===== src/rtl/sequential_divider.sv =====
// Multi-cycle unsigned restoring divider: one quotient bit per clock, MSB first.
// Divide-by-zero finishes one edge after acceptance with an all-ones quotient.
module sequential_divider #(
  parameter int WORD_LENGTH = 16
) (
  input  logic                   clk,
  input  logic                   reset,
  input  logic                   Start,
  input  logic [WORD_LENGTH-1:0] Dividend,
  input  logic [WORD_LENGTH-1:0] Divisor,
  output logic                   ready,
  output logic [WORD_LENGTH-1:0] Quotient,
  output logic [WORD_LENGTH-1:0] Remainder,
  output logic                   DivByZero
);

  localparam int W     = WORD_LENGTH;
  localparam int CNT_W = $clog2(W + 1);
  localparam logic [CNT_W-1:0] CNT_LAST = CNT_W'(W - 1);
  localparam logic [CNT_W-1:0] CNT_ONE  = CNT_W'(1);

  typedef enum logic [1:0] {
    IDLE = 2'd0,
    BUSY = 2'd1,
    DONE = 2'd2
  } state_t;

  state_t           state_q, state_d;
  logic [W:0]       prem_q, prem_d;
  logic [W-1:0]     dvd_q, dvd_d;
  logic [W-1:0]     dsr_q, dsr_d;
  logic [CNT_W-1:0] cnt_q, cnt_d;
  logic [W-1:0]     quo_q, quo_d;
  logic [W-1:0]     rem_q, rem_d;
  logic             ready_q, ready_d;
  logic             dbz_q, dbz_d;

  logic [W:0]       prem_sh;
  logic [W:0]       diff;
  logic             q_bit;
  logic [W:0]       prem_step;
  logic [W-1:0]     dvd_step;

  // Next-state and datapath: one restoring step per BUSY cycle.
  always_comb begin
    state_d = state_q;
    prem_d  = prem_q;
    dvd_d   = dvd_q;
    dsr_d   = dsr_q;
    cnt_d   = cnt_q;
    quo_d   = quo_q;
    rem_d   = rem_q;
    ready_d = ready_q;
    dbz_d   = dbz_q;

    // Remainder stays below the divisor, so its top bit is always free for the shift.
    prem_sh   = {prem_q[W-1:0], dvd_q[W-1]};
    diff      = prem_sh - {1'b0, dsr_q};
    q_bit     = ~diff[W];
    prem_step = q_bit ? diff : prem_sh;
    dvd_step  = {dvd_q[W-2:0], q_bit};

    case (state_q)
      IDLE: begin
        if (Start) begin
          dvd_d   = Dividend;
          dsr_d   = Divisor;
          prem_d  = {(W+1){1'b0}};
          cnt_d   = {CNT_W{1'b0}};
          ready_d = 1'b0;
          dbz_d   = 1'b0;
          state_d = (Divisor == {W{1'b0}}) ? DONE : BUSY;
        end else begin
          state_d = IDLE;
        end
      end
      BUSY: begin
        prem_d = prem_step;
        dvd_d  = dvd_step;
        if (cnt_q == CNT_LAST) begin
          quo_d   = dvd_step;
          rem_d   = prem_step[W-1:0];
          ready_d = 1'b1;
          state_d = DONE;
        end else begin
          cnt_d = cnt_q + CNT_ONE;
        end
      end
      DONE: begin
        // DONE without ready means a divide-by-zero was just accepted.
        if (!ready_q) begin
          quo_d   = {W{1'b1}};
          rem_d   = dvd_q;
          dbz_d   = 1'b1;
          ready_d = 1'b1;
        end else if (Start) begin
          dvd_d   = Dividend;
          dsr_d   = Divisor;
          prem_d  = {(W+1){1'b0}};
          cnt_d   = {CNT_W{1'b0}};
          ready_d = 1'b0;
          dbz_d   = 1'b0;
          state_d = (Divisor == {W{1'b0}}) ? DONE : BUSY;
        end else begin
          state_d = DONE;
        end
      end
      default: begin
        state_d = IDLE;
      end
    endcase
  end

  // State registers with synchronous reset.
  always_ff @(posedge clk) begin
    if (reset) begin
      state_q <= IDLE;
      prem_q  <= {(W+1){1'b0}};
      dvd_q   <= {W{1'b0}};
      dsr_q   <= {W{1'b0}};
      cnt_q   <= {CNT_W{1'b0}};
      quo_q   <= {W{1'b0}};
      rem_q   <= {W{1'b0}};
      ready_q <= 1'b0;
      dbz_q   <= 1'b0;
    end else begin
      state_q <= state_d;
      prem_q  <= prem_d;
      dvd_q   <= dvd_d;
      dsr_q   <= dsr_d;
      cnt_q   <= cnt_d;
      quo_q   <= quo_d;
      rem_q   <= rem_d;
      ready_q <= ready_d;
      dbz_q   <= dbz_d;
    end
  end

  assign ready     = ready_q;
  assign Quotient  = quo_q;
  assign Remainder = rem_q;
  assign DivByZero = dbz_q;

endmodule


===== config.mk =====
export PLATFORM = sky130hd
export DESIGN_NAME = sequential_divider
export DESIGN_NICKNAME = d
export VERILOG_FILES = /design/src/rtl/sequential_divider.sv
export SDC_FILE = /design/constraint.sdc
export NUM_CORES = 1
export LEC_CHECK = 0
export BUFFER_PORTS_ARGS = -buffer_cell sky130_fd_sc_hd__buf_2
export CORE_UTILIZATION = 25
export DETAILED_ROUTE_END_ITERATION = 12
export PLACE_DENSITY = 0.52
export SETUP_SLACK_MARGIN = 0.02
export SLEW_MARGIN = 40
export SYNTH_ARGS = -nofsm -noshare
export SYNTH_HDL_FRONTEND = slang
export SYNTH_SLANG_ARGS = --single-unit

===== constraint.sdc =====
create_clock -name clk -period 3.89 [get_ports clk]
set_clock_uncertainty 0.2 [all_clocks]
set_input_delay 0 -clock clk [delete_from_list [all_inputs] [get_ports clk]]
set_output_delay 0 -clock clk [all_outputs]
set_load 0.01 [all_outputs]

==> flow_summary_export.csv, run 1 <==
group,metric,value,unit
floorplanning,die_w,138,um
global_route,grt_usage,14.0,%
clock_network,cts_setup_buffers,0,
synth,syn_area,4640,um^2
timing,tightest_slew,625,ps
timing,slew-limit-headroom,58.4,%
routing,vias,4316,
power_and_ir_drop,p_leak,2.38,nW
cells_and_area,layout_common_cells,"89 x dfxtp_1, 73 x nand2_1, 68 x buf_2",
power_and_ir_drop,p_int,2.23,mW
synth,syn_nets,627,
cells_and_area,drive_gt1_share,15.5,%
clock_network,clock_sink_count,89,
floorplanning,num_rows,49,
clock_network,cts_resized,0,
timing,hold_slack,245,ps
clock_network,clk-insertion-delay-late,350,ps
placement,gp_congestion,0.747,
routing,wl,12800,um
timing,period_minus_slack,3010,ps
floorplanning,core,18100,um^2
global_route,grt_pass1_vias,4045,
critical_path,endpoint_kind,"register",
cells_and_area,diodes,0,
global_route,grt_max_degree,37,
power_and_ir_drop,power_density,629,nW/um^2
routing,route.detailed.drc,12,
clock_network,htreeDepth,3,
timing,setup_tns,0,ps
routing,firstDrtPassIters,8,
timing,period_share,77.5,%
critical_path,timing_worst_setup_path_type,"register to register",
cells_and_area,num-fill-cells,1946,
power_and_ir_drop,switchingPower,1.49,mW
cells_and_area,final_common_cell,"dfxtp_1",
clock_network,cts_tree,"done",
cells_and_area,instances_no_fill,900,
synth,postSynthAreaPerCell,8.15,um^2
power_and_ir_drop,ir_drop,278,uV
outcome,status,"complete, but fails checks",
placement,hpwlAfterDp,9430,um
timing,hold_viol,0,
clock_network,cts_made_buffers,9,
power_and_ir_drop,p_seq_share,33.1,%
outcome,violations,"design-rule violations",
synth,ys_types,54,
cells_and_area,syn_to_final_growth,27.6,%
synth,ys_top_cells_by_area,"dfxtp_1 38%, ha_1 5.9%, nand2_1 5.9%",
routing,drtAntennaViolNets,0,
synth,synth_area_leader_cell,"dfxtp_1",
hold_path,min_path_type,"input port to register",
synth,ys.flop_type,"dfxtp_1",
power_and_ir_drop,clkPwrFrac,24.3,%
clock_network,clk_pin_slew,70,ps
timing,finalSetupViolCount,0,
clock_network,postCtsHoldBufs,39,
global_route,antenna_found_initial,0,
critical_path,critPathMaxFanout,23,
clock_network,cts-root-buf,"clkbuf_16",
critical_path,arrival,3080,ps
floorplanning,dieArea,19100,um^2
critical_path,cp-start-kind,"register",
floorplanning,die_h,138,um
floorplanning,initial_core_util,25.6,%
synth,synth_top_area_share,38.4,%
synth,synth-seq-cells,89,
routing,wire_per_inst,14.2,um
synth,synth_edf_count,0,
floorplanning,ioPinCount,69,
synth,seq_area_frac_synth,38.4,%
critical_path,cp.required,3960,ps
synth,synthCells,569,
synth,ys_warn_count,0,
placement,numPlacedInstances,845,
cells_and_area,num-nets-final,724,
routing,drtIter0Drc,195,
timing,fmax,332,MHz
global_route,grt_overflow,0,
placement,io_buffers,68,
power_and_ir_drop,p_sw_share,40.2,%
clock_network,clockBufferDepth,2,
global_route,grt_pass1_wl,21400,um
timing,rsz0062_at_grt,"no",
flow_run,maxCapViolCount,0,
synth,async_reset_ff_share,0,%
timing,drv_slew,0,
power_and_ir_drop,combPwrFrac,42.6,%
routing,via_per_inst,4.80,
-- path summary, 6_finish.rpt --
check	slack (ps)	endpoint	cells after the start	startpoint
hold reg to reg	250	cnt_q[4]	2	cnt_q[4]
setup / recovery	880	Remainder[0]	11	dvd_q[15]
hold / removal	240	dsr_q[15]	4	Divisor[15]
setup reg to reg	880	Remainder[0]	11	dvd_q[15]
-- sequential cells by signal, indices dropped and copies added, names as in the netlist --
name / cells
DivByZero: 1
Quotient: 16
Remainder: 16
cnt_q: 5
dsr_q: 16
dvd_q: 16
prem_q: 16
ready: 1
state_q: 2
-- metal layers --
| metal | global-route usage (%) | share of wire (%) | up-vias |
|---|---|---|---|
| met5 | 0 | 0 | - |
| met2 | 20.4 | 41 | 82 |
| met1 | 20.3 | 54 | 1996 |
| met4 | 4.44 | 0.99 | 0 |
| met3 | 3.05 | 3.6 | 8 |
| li1 | - | - | 2230 |
-- cell type report --
class | instances | area (um^2) | area share (%)
Clock buffer | 10 | 229 | 3.87
Clock inverter | 6 | 72.6 | 1.23
Inverter | 28 | 105 | 1.78
Multi-Input combinational cell | 421 | 2640 | 44.5
Sequential cell | 89 | 1780 | 30.1
Tap cell | 229 | 287 | 4.84
Timing Repair Buffer | 117 | 806 | 13.6
-- kinds of logic (layout without fill, tap and decap cells) --
| logic type | after synthesis | after routing | share of synthesized area [%] |
|---|---|---|---|
| xor+xnor | 15 | 15 | 3.16 |
| flops | 89 | 89 | 38.4 |
| mux | 29 | 29 | 6.34 |
| compound gates | 147 | 147 | 20.8 |
| fa+ha+maj | 23 | 23 | 6.37 |
| buf+inv | 59 | 161 | 4.88 |
| simple gates | 207 | 207 | 20.1 |
-- power by group through the flow --
| stage | Clock, mW | Combinational (mW) | Sequential [mW] |
|---|---|---|---|
| final | 0.905 | 1.58 | 1.23 |
| after global routing | 0.959 | 1.78 | 1.26 |
| after CTS | 0.926 | 1.59 | 1.23 |
| after detailed placement | 0 | 1.55 | 1.25 |
| after global placement | 0 | 1.56 | 1.25 |
| after floorplan | 0 | 1.07 | 1.27 |
-- worst max-delay path, stage by stage (launching register included) --
cell and delay (ps):
dfxtp_1 330, inv_1 70, ha_1 220, fa_1 410
nor2b_1 170, o31a_1 210, o211a_1 230, nor3_4 70
xnor2_2 120, buf_4 310, mux2_2 390, a211oi_1 220
-- cell usage after synthesis, drive strengths merged, types with 2 or more instances --
master	count
xor2	9
a21oi	36
nand4	4
a21boi	2
a211oi	24
o21a	7
a311oi	3
nor2b	3
a21o	5
dfxtp	89
nand3b	2
o31ai	2
o21ai	32
a32oi	6
mux2	3
nor3b	2
inv	28
nand2	73
xnor2	6
nor4	6
a31oi	8
o211ai	3
buf	7
o41ai	3
mux2i	26
and2	2
a22oi	3
clkbuf	24
or3	6
a221oi	3
nor3	32
nor2	59
nand3	8
nand2b	5
and3	4
ha	22
o21bai	2
-- metrics by stage --
step           utilization [%]  area (um^2)  setup slack (ps)  power (mW)
2_1_floorplan                -         4640              1200        2.34
3_3_place_gp              28.9         5220               931        2.81
3_5_place_dp              28.9         5220               894        2.80
4_1_cts                   32.7         5920               868        3.75
5_1_grt                   32.7         5920               668        4.00
6_report                  32.7         5920               876        3.72
Power figures use the tool's default switching activity.
==> inputs of run 2 (changes only) <==
--- a/config.mk
+++ b/config.mk
@@ -8,7 +8,7 @@
 export BUFFER_PORTS_ARGS = -buffer_cell sky130_fd_sc_hd__buf_2
 export CORE_UTILIZATION = 25
 export DETAILED_ROUTE_END_ITERATION = 12
-export PLACE_DENSITY = 0.52
+export PLACE_DENSITY = 0.54
 export SETUP_SLACK_MARGIN = 0.02
 export SLEW_MARGIN = 40
 export SYNTH_ARGS = -nofsm -noshare
==> constraint.sdc (replaced) <==
create_clock -name clk -period 2.6 [get_ports clk]
set_clock_uncertainty 0.2 [all_clocks]
set_input_delay 0 -clock clk [delete_from_list [all_inputs] [get_ports clk]]
set_output_delay 0 -clock clk [all_outputs]
set_load 0.01 [all_outputs]
==> flow_summary_export.csv, run 2 (synthesis gave the netlist of run 1 again) <==
group,metric,value,unit
timing,tightest_slew,609,ps
placement,io_buffers,68,
hold_path,min_path_cells,2,
routing,drtIter0Drc,250,
global_route,antenna_found_initial,0,
hold_path,min_path_type,"register to register",
critical_path,cp-start-kind,"register",
cells_and_area,diodes,0,
cells_and_area,syn_to_final_growth,44.1,%
power_and_ir_drop,p_int,3.85,mW
cells_and_area,num-fill-cells,1881,
routing,wl,13700,um
hold_path,whs_endpoint,"dsr_q[15]",
floorplanning,die_h,138,um
outcome,violations,"design-rule violations, negative setup slack",
global_route,grt_pass1_vias,4388,
routing,wire_per_inst,14.3,um
clock_network,clk-insertion-delay-late,340,ps
clock_network,clock_sink_count,89,
global_route,grt_usage,15.0,%
power_and_ir_drop,ir_drop,348,uV
floorplanning,die_w,138,um
clock_network,cts_tree,"done",
power_and_ir_drop,combPwrFrac,50.3,%
floorplanning,initial_core_util,25.6,%
cells_and_area,drive_gt1_share,28.8,%
critical_path,cp.required,2670,ps
cells_and_area,final_common_cell,"dfxtp_1",
clock_network,clockBufferDepth,2,
clock_network,cts_made_buffers,9,
clock_network,cts-root-buf,"clkbuf_16",
power_and_ir_drop,clkPwrFrac,20.1,%
global_route,grt_overflow,0,
power_and_ir_drop,finalPower,6.26,mW
placement,numPlacedInstances,903,
timing,setup_slack,-82.8,ps
clock_network,htreeDepth,3,
timing,finalSetupViolCount,15,
timing,period_minus_slack,2680,ps
floorplanning,num_rows,49,
critical_path,endpoint_kind,"register",
global_route,grt_pass1_wl,22800,um
routing,via_per_inst,4.68,
routing,firstDrtPassIters,8,
timing,fmax,373,MHz
cells_and_area,stdcell_area,6680,um^2
floorplanning,ioPinCount,69,
timing,hold_slack,253,ps
critical_path,ff2ff_setup_slack,-80,ps
cells_and_area,layout_common_cells,"85 x dfxtp_1, 72 x nand2_1, 68 x buf_2",
outcome,status,"complete, but fails checks",
critical_path,crit_start,"dvd_q[15]",
clock_network,clk_pin_slew,60,ps
flow_run,maxCapViolCount,0,
placement,hpwlAfterDp,10100,um
routing,route.detailed.drc,10,
power_and_ir_drop,switchingPower,2.42,mW
cells_and_area,instances_no_fill,957,
critical_path,critPathMaxFanout,3,
critical_path,r2r_end,"Remainder[8]",
hold_path,hp-start,"dsr_q[15]",
power_and_ir_drop,p_sw_share,38.6,%
critical_path,timing_worst_setup_path_type,"register to register",
timing,rsz0062_at_grt,"yes",
floorplanning,core,18100,um^2
critical_path,timing.rr.start,"dvd_q[15]",
floorplanning,dieArea,19100,um^2
global_route,grt_max_degree,36,
cells_and_area,num-nets-final,783,
critical_path,reg2reg_depth,12,
placement,placed_area,5740,um^2
timing,hold_viol,0,
routing,drtAntennaViolNets,0,
placement,dp_slack,-188,ps
critical_path,arrival,2750,ps
power_and_ir_drop,p_seq_share,29.6,%
power_and_ir_drop,power_density,937,nW/um^2
routing,vias,4479,
power_and_ir_drop,p_leak,2.74,nW
timing,period_share,103,%
timing,slew-limit-headroom,59.3,%
timing,drv_slew,0,
placement,gp_congestion,0.809,
## run 2: area by class of cell
cell class	count	area [um^2]	area share, %
multi-input combinational	421	2940	43.9
sequential	89	1790	26.7
timing repair buffer	176	1290	19.3
tap	229	287	4.29
clock buffer	9	225	3.37
inverter	28	105	1.57
clock inverter	5	56.3	0.843
## run 2: power by group through the flow
stage	combinational (mW)	clock (mW)	sequential, mW
finish	3.15	1.26	1.85
global route	3.47	1.37	1.90
CTS	2.95	1.31	1.86
detailed placement	2.73	0	1.88
global placement	2.73	0	1.87
floorplan	1.64	0	1.90
## run 2: routing by layer
metal  wire length [um]  GRT usage, %  vias to the layer above
li1                   -             -                     2335
met5                  0             0                        -
met3                511          3.98                        4
met4                 43          3.19                        0
met1               7010          21.0                     2049
met2               6120          23.1                       91
## run 2: worst max path at each step
stage	slack [ps]	to	cells past startpoint
2_1_floorplan	-70	Remainder[8]	10
3_3_place_gp	-140	prem_q[6]	11
3_5_place_dp	-190	prem_q[6]	11
4_1_cts	-90	Remainder[8]	12
5_1_grt	-200	Remainder[8]	12
6_report	-80	Remainder[8]	12
## run 2: critical path, stage by stage, from the launching register on
cell      delay, ps
dfxtp_2         320
inv_2            70
ha_4            130
fa_2            200
nor2b_2          40
o31a_1          260
o211a_1         270
nor3_4          220
buf_6           170
xor2_4          160
buf_6           120
mux2_4          290
a211oi_2        160
## run 2: timing repair
item,4_1_cts,5_1_grt
endpoints found under the hold margin,35,0
buffers inserted,4,3
setup endpoints to repair,32,32
pin swaps,19,8
gates resized for setup,40,32
hold buffers,34,0
## run 2: through the flow
| step | utilization (%) | TNS (ps) |
|---|---|---|
| 2_1_floorplan | - | -133 |
| 3_3_place_gp | 31.7 | -1800 |
| 3_5_place_dp | 31.7 | -3390 |
| 4_1_cts | 36.0 | -247 |
| 5_1_grt | 36.9 | -3380 |
| 6_report | 36.9 | -641 |
